--- src/rtl/map_rle_reader.sv ---
// Raster-scans the occupancy map BRAM and streams free/occupied runs as
// 32-bit run-length words over a valid/ready handshake.
module map_rle_reader #(
  parameter int H_PIXELS = 640,
  parameter int V_PIXELS = 480,
  parameter int ADDR_W   = 19
) (
  input  logic              clk,
  input  logic              reset,
  input  logic              start,
  output logic              busy,
  output logic              done,
  output logic [ADDR_W-1:0] rd_addr,
  output logic              rd_en,
  input  logic [7:0]        rd_data,
  output logic [31:0]       m_data,
  output logic              m_valid,
  input  logic              m_ready
);

  localparam int N     = H_PIXELS * V_PIXELS;
  localparam int PAD_W = 30 - ADDR_W;
  localparam logic [ADDR_W-1:0] LAST_ADDR = ADDR_W'(N - 1);
  localparam logic [ADDR_W-1:0] ONE_LEN   = ADDR_W'(1);

  typedef enum logic [1:0] {
    IDLE     = 2'd0,
    SCAN     = 2'd1,
    DRAIN    = 2'd2,
    WAIT_ACK = 2'd3
  } state_t;

  state_t            state_r;
  logic              busy_r;
  logic              done_r;
  logic [ADDR_W-1:0] rd_addr_r;
  logic              rd_en_r;
  logic [31:0]       m_data_r;
  logic              m_valid_r;
  logic              pix_vld_r;
  logic              skid_vld_r;
  logic              skid_occ_r;
  logic              acc_vld_r;
  logic              acc_occ_r;
  logic [ADDR_W-1:0] acc_len_r;

  logic src_vld_s;
  logic src_occ_s;
  logic slot_free_s;
  logic closes_s;
  logic stall_s;
  logic take_s;
  logic rd_en_s;
  logic drained_s;

  function automatic logic [31:0] run_word(input logic last, input logic occ,
                                           input logic [ADDR_W-1:0] len);
    return {last, occ, {PAD_W{1'b0}}, len};
  endfunction

  assign busy    = busy_r;
  assign done    = done_r;
  assign rd_addr = rd_addr_r;
  assign rd_en   = rd_en_s;
  assign m_data  = m_data_r;
  assign m_valid = m_valid_r;

  // Pixel source select and stall decision; a stalled pixel is parked in the skid
  // register and the read issued this cycle is suppressed so nothing else is in flight.
  always_comb begin
    src_vld_s   = skid_vld_r | pix_vld_r;
    if (skid_vld_r) begin
      src_occ_s = skid_occ_r;
    end else begin
      src_occ_s = (rd_data != 8'd0);
    end
    slot_free_s = !m_valid_r || m_ready;
    closes_s    = src_vld_s && acc_vld_r && (src_occ_s != acc_occ_r);
    stall_s     = closes_s && !slot_free_s;
    take_s      = src_vld_s && !stall_s;
    rd_en_s     = rd_en_r && !stall_s;
    drained_s   = !pix_vld_r && !skid_vld_r;
  end

  // Scan FSM, run accumulator, skid register and output word register.
  always_ff @(posedge clk or posedge reset) begin
    if (reset) begin
      state_r    <= IDLE;
      busy_r     <= 1'b0;
      done_r     <= 1'b0;
      rd_addr_r  <= '0;
      rd_en_r    <= 1'b0;
      m_data_r   <= 32'd0;
      m_valid_r  <= 1'b0;
      pix_vld_r  <= 1'b0;
      skid_vld_r <= 1'b0;
      skid_occ_r <= 1'b0;
      acc_vld_r  <= 1'b0;
      acc_occ_r  <= 1'b0;
      acc_len_r  <= '0;
    end else begin
      done_r    <= 1'b0;
      pix_vld_r <= rd_en_s;
      if (m_valid_r && m_ready) begin
        m_valid_r <= 1'b0;
      end

      case (state_r)
        IDLE: begin
          // the cycle carrying done is still IDLE, but a start there is ignored
          if (start && !done_r) begin
            state_r    <= SCAN;
            busy_r     <= 1'b1;
            rd_en_r    <= 1'b1;
            rd_addr_r  <= '0;
            acc_vld_r  <= 1'b0;
            skid_vld_r <= 1'b0;
          end
        end
        SCAN: begin
          if (rd_en_s) begin
            if (rd_addr_r == LAST_ADDR) begin
              rd_en_r <= 1'b0;
              state_r <= DRAIN;
            end else begin
              rd_addr_r <= rd_addr_r + ONE_LEN;
            end
          end
        end
        DRAIN: begin
          if (drained_s && slot_free_s) begin
            m_data_r  <= run_word(1'b1, acc_occ_r, acc_len_r);
            m_valid_r <= 1'b1;
            state_r   <= WAIT_ACK;
          end
        end
        WAIT_ACK: begin
          if (m_valid_r && m_ready) begin
            state_r <= IDLE;
            busy_r  <= 1'b0;
            done_r  <= 1'b1;
          end
        end
        default: begin
          state_r <= IDLE;
        end
      endcase

      if (take_s) begin
        if (closes_s) begin
          m_data_r  <= run_word(1'b0, acc_occ_r, acc_len_r);
          m_valid_r <= 1'b1;
          acc_occ_r <= src_occ_s;
          acc_len_r <= ONE_LEN;
        end else if (acc_vld_r) begin
          acc_len_r <= acc_len_r + ONE_LEN;
        end else begin
          acc_vld_r <= 1'b1;
          acc_occ_r <= src_occ_s;
          acc_len_r <= ONE_LEN;
        end
      end

      if (stall_s && !skid_vld_r) begin
        skid_vld_r <= 1'b1;
        skid_occ_r <= src_occ_s;
      end else if (take_s && skid_vld_r) begin
        skid_vld_r <= 1'b0;
      end
    end
  end

endmodule
--- config.mk ---
export PLATFORM = sky130hd
export DESIGN_NAME = map_rle_reader
export DESIGN_NICKNAME = d
export VERILOG_FILES = /design/src/rtl/map_rle_reader.sv
export SDC_FILE = /design/constraint.sdc
export NUM_CORES = 1
export LEC_CHECK = 0
export ABC_AREA = 1
export CORE_ASPECT_RATIO = 1.1
export CORE_MARGIN = 2
export CORE_UTILIZATION = 56
export CTS_BUF_LIST = sky130_fd_sc_hd__clkbuf_4
export CTS_CLUSTER_DIAMETER = 120
export DETAILED_ROUTE_END_ITERATION = 8
export PLACE_DENSITY = 0.87
export RECOVER_POWER = 50
export SLEW_MARGIN = 20
export SYNTH_ARGS = -nofsm -noshare
export SYNTH_HDL_FRONTEND = slang
export SYNTH_SLANG_ARGS = --single-unit
--- constraint.sdc ---
create_clock -name clk -period 3.4 [get_ports clk]
set_input_delay 0.68 -clock clk [delete_from_list [all_inputs] [get_ports clk]]
set_output_delay 0.68 -clock clk [all_outputs]
set_load 0.02 [all_outputs]
# After elaboration in Yosys (flattened, before gate mapping)
# Cells that the tools add are included.
[op_classes]
bitwise_logic = 1
add_sub_neg = 2
muxes = 41
n_eq_ne = 12
n_reduce_logical = 30
[op_table]
columns = ["op", "count"]
rows = [
  ["32-bit 2-to-1 mux", 4],
  ["19-bit 2-to-1 mux", 5],
  ["19-bit by 1-bit adder with 19-bit output, second input constant", 2],
  ["19-bit one-hot mux with 2 select lines", 1],
  ["1-bit 2-to-1 mux", 23],
  ["19-bit equality test, second input constant", 1],
  ["2-bit != test, second input constant", 6],
  ["1-bit logical AND", 11],
  ["2-bit 2-to-1 mux", 5],
  ["2-bit one-hot mux with 4 select lines", 1],
  ["4-bit AND reduction", 2],
  ["8-bit nonzero test", 1],
  ["1-bit zero test", 6],
  ["3-bit nonzero test", 2],
  ["5-bit AND reduction", 1],
  ["2-bit equality test, second input constant", 2],
  ["1-bit one-hot mux with 2 select lines", 2],
  ["2-bit AND reduction", 2],
  ["2-bit nonzero test", 2],
  ["3-bit AND reduction", 1],
  ["2-bit by 1-bit equality test with 1-bit output, second input constant", 1],
  ["2-bit zero test", 1],
  ["2-bit by 1-bit != test with 1-bit output, second input constant", 1],
  ["1-bit logical OR", 1],
  ["2 further kinds", 2],
]
[totals]
inputBits = 12
out_inout_bits = 55
reg_bits = 81

# Depth between registers and ports, before layout
[depth]
depth_word = 10
mapped_depth = 13
mapped_depth_nobuf = 12

# Worst setup path after synthesis
# No wires, ideal clock.
[synth_timing]
kind = "in2out"
from = "in rd_data[3]"
to = "out rd_en"
stages = 8
required_time_ns = 2.720
t_arrival_ns = 1.578
path_slack_ns = 1.142
cell_sequence = "or2_0 nor2_1 nand2_1 nand2_1 nand2_1 nand4_1 nand2_1 inv_1"
[synth_between]
elab_chain_cells = 7
[synth_rtl]
columns = ["item", "line", "rtl"]
rows = [
  ["start: declaration", "15", "input logic [7:0] rd_data,"],
  ["8-bit nonzero test", "75", "src_occ_s = (rd_data != 8'd0);"],
  ["1-bit 2-to-1 mux", "72", "if (skid_vld_r) begin"],
  ["1-bit != test", "78", "closes_s = src_vld_s && acc_vld_r && (src_occ_s != acc_occ_r);"],
  ["1-bit logical AND", "78", ""],
  ["1-bit logical AND", "79", "stall_s = closes_s && !slot_free_s;"],
  ["1-bit zero test", "81", "rd_en_s = rd_en_r && !stall_s;"],
  ["1-bit logical AND", "81", ""],
  ["end: declaration", "14", "output logic rd_en,"],
]
# No other way between the ends.

# Final worst setup path
# Same ends and word-level chain as after synthesis.

==> out/summary.txt <==
routed wl met3 = 674 um
crit-path max FO = 2
Clk Latency, worst-skew pair = 0.43 ns
status = finished, violations left
CP Cell Sequence = clkdlybuf4s50_1 > or2_0 > nor2_1 > nand2_1 > nand2_1 > nand2_1 > nand4_1 > nand2_1 > inv_1 > clkdlybuf4s50_1
global placement routability congestion = 0.949
Synthesis Warnings = 0
first-pass GRT wire length = 17200 um
Top delay family on crit path = buffers and inverters
PortBufs = 66
WL/cell = 13.6 um
Cells after Synth = 569
CP Class = in -> out
vias = 4078
max-slew violation count = 35
cell count after placement = 730
Hold Path Class = reg -> reg
Ports = 67
min Tclk post-route = 3.19 ns
initial antenna violation count = 0
DRT met1 WL = 4430 um
Top FF cell, synth = dfrtp_1
Critical Path Stages = 10
GRT Residual Overflow = 0
failing checks = capacitance limit, slew limit
Resize count post-CTS = 0
P_int = 1.72 mW
Post-CTS Setup Inserts = 0
die height = 96.6 um
combinational power share = 0.395
nets@finish = 654
Pre-antenna DRT Iters = 5
vias in the first global route = 3839
Worst R2R End = acc_len_r[0]
DR DRC count = 0
TritonCTS clock tree = done
Final HPWL DP = 7220 um
TritonCTS Buffers = 9
DR vias/cell = 5.47
leakage = 2.35 nW
FF+latch count, synth = 81
WL final = 10200 um
Post-synth EDFFs = 0
post-synth top area cell = dfrtp_1
layout cells sized above 1 = 0.0515
CP Capture Point = rd_en
Synth top area share = 0.464
width of the die = 88.2 um
number of diodes = 0
CTS Sinks = 81
Reg-to-Reg Start = skid_vld_r
Fin. Hold Viols = 0
count leader, synth = nand2_1
top routing layer in use = met4
Iter 0 DRT Violations = 295
Worst slew margin = -0.00922
sequential share of power = 0.389
register area share after synthesis = 0.464
Startpoint Class = input pin
CP peak stage delay = 0.61 ns
NetSw = 1.29 mW
worst slew pin tran = 1.51 ns
initial core utilization = 0.581
final setup skew = 0.0157 ns
unrepaired setup endpoints after global routing = no
WP data arrival = 2.51 ns
Post-synth top cells = nand2_1, dfrtp_1, nor2_1
Syn Area/Cell = 7.67 um^2
Clk pwr share = 0.215
ys async rst share = 1.00
met2 routed WL = 4910 um
Slowest-stage cell, CP = clkdlybuf4s50_1
worst setup path start = rd_data[3]
Util after Layout = 0.694
Net Count, Synth = 587
CTS H-tree lvls = 3
R2R cell count = 11
Die ar. = 8520 um^2
fmax = 313 MHz
hold buffers post-CTS = 0
final period utilization = 0.939
r2r setup slk = 0.92 ns
Reg clk slew, reported paths = 0.12 ns
max cap viols = 1
largest net degree at the start of global routing = 39
WP buf/inv = 3
setup violators final = 0
clock tree buffer depth = 2
Core ar. = 7510 um^2
ANT nets after route = 0
most frequent cell on the critical path = nand2_1
most area-consuming cells after synthesis = dfrtp_1, nand2_1, nor2_1, inv_1, o21ai_0
CP endpoint kind = output pin
CP required = 2.72 ns
GRT Util Overall = 0.249
Max VDD drop = 454 uV
CTS root buffer = clkbuf_4
synth-to-layout area growth = 19.4%
synth unique cells = 31
Post-Layout Cell Count = 746
switching share of total power = 0.429
cell area after synthesis = 4370 um^2
Power Density = 577 nW/um^2
Rows = 33
setup total negative slack = 0 ns
-- how the worst min path moves through the flow --
stage / start / end / cells after the start
after floorplan: rd_en_r / rd_en_r / 2
after global placement: m_data[15] / m_data[15] / 2
after detailed placement: m_data[7] / m_data[7] / 2
after CTS: m_data[18] / m_data[18] / 2
after global routing: m_data[15] / m_data[15] / 2
final: m_data[29] / m_data[29] / 2
-- metrics by stage --
stage	power (mW)	setup WS (ns)	area, um^2	hold slack [ns]
3_3_place_gp	2.33	0.237	5090	0.457
5_1_grt	3.20	0.0642	5210	0.517
3_5_place_dp	2.38	0.182	5090	0.472
6_report	3.01	0.206	5210	0.496
4_1_cts	3.03	0.171	5250	0.501
2_1_floorplan	2.12	0.640	4370	0.442
-- power by group through the flow --
stage | clock [mW] | sequential (mW) | combinational, mW
after global routing | 0.696 | 1.19 | 1.31
after CTS | 0.656 | 1.17 | 1.21
final | 0.649 | 1.17 | 1.19
after global placement | 0 | 1.18 | 1.16
after floorplan | 0 | 1.22 | 0.896
after detailed placement | 0 | 1.19 | 1.20
-- cell type report --
type / count / area, um^2
clock buffer: 11 / 82.6
clock inverter: 5 / 80.1
fill: 635 / 2300
inverter: 68 / 256
multi-input combinational: 401 / 1930
sequential: 81 / 2030
tap: 105 / 131
timing repair buffer: 75 / 707
-- per-layer routing --
layer | global-route usage | vias up
met2 | 0.405 | 179
li1 | - | 1967
met4 | 0.0839 | 0
met1 | 0.345 | 1912
met3 | 0.0282 | 20
met5 | 0 | -
-- cells by family (layout without fill, tap and decap cells) --
kind of cell	after synthesis	in the layout	share of synthesized area
buf+inv	87	159	0.0900
simple gates	319	319	0.324
compound gates	62	62	0.0768
fa+ha+maj	6	6	0.0172
xor+xnor	14	14	0.0281
flops	81	81	0.464
-- registers in the layout, indices dropped and copies added, names as in the netlist --
register    flops
m_data         32
acc_len_r      19
skid_vld_r      1
skid_occ_r      1
busy            1
acc_occ_r       1
acc_vld_r       1
rd_en_r         1
done            1
rd_addr        19
m_valid         1
state_r         2
pix_vld_r       1
-- placed cells by master, fill, tap and decap left out, types with 2 or more instances in the layout --
cell,instances
a21oi_1,14
nand3_1,39
nor2_1,69
inv_1,64
nand4_1,30
nor3_1,18
clkbuf_1,5
o21ai_1,4
clkdlybuf4s50_1,57
xor2_1,11
nand2_2,3
xnor2_1,3
ha_1,6
clkbuf_4,11
inv_2,3
nand3_2,2
nand2_1,150
o21ai_0,42
buf_4,3
bufinv_16,2
dlygate4sd3_1,9
dfrtp_1,81
-- worst register-to-register path, cell delays in order, from the launching register on --
cell	delay [ns]
dfrtp_1	0.45
nor2_1	0.12
nand2_1	0.05
nor2_1	0.08
nand2_1	0.07
nand2_1	0.08
nand2_1	0.06
nand3_1	0.14
clkbuf_1	0.74
nand2_1	0.25
o21ai_0	0.23
o21ai_0	0.11
(Power assumes the default switching activity.)
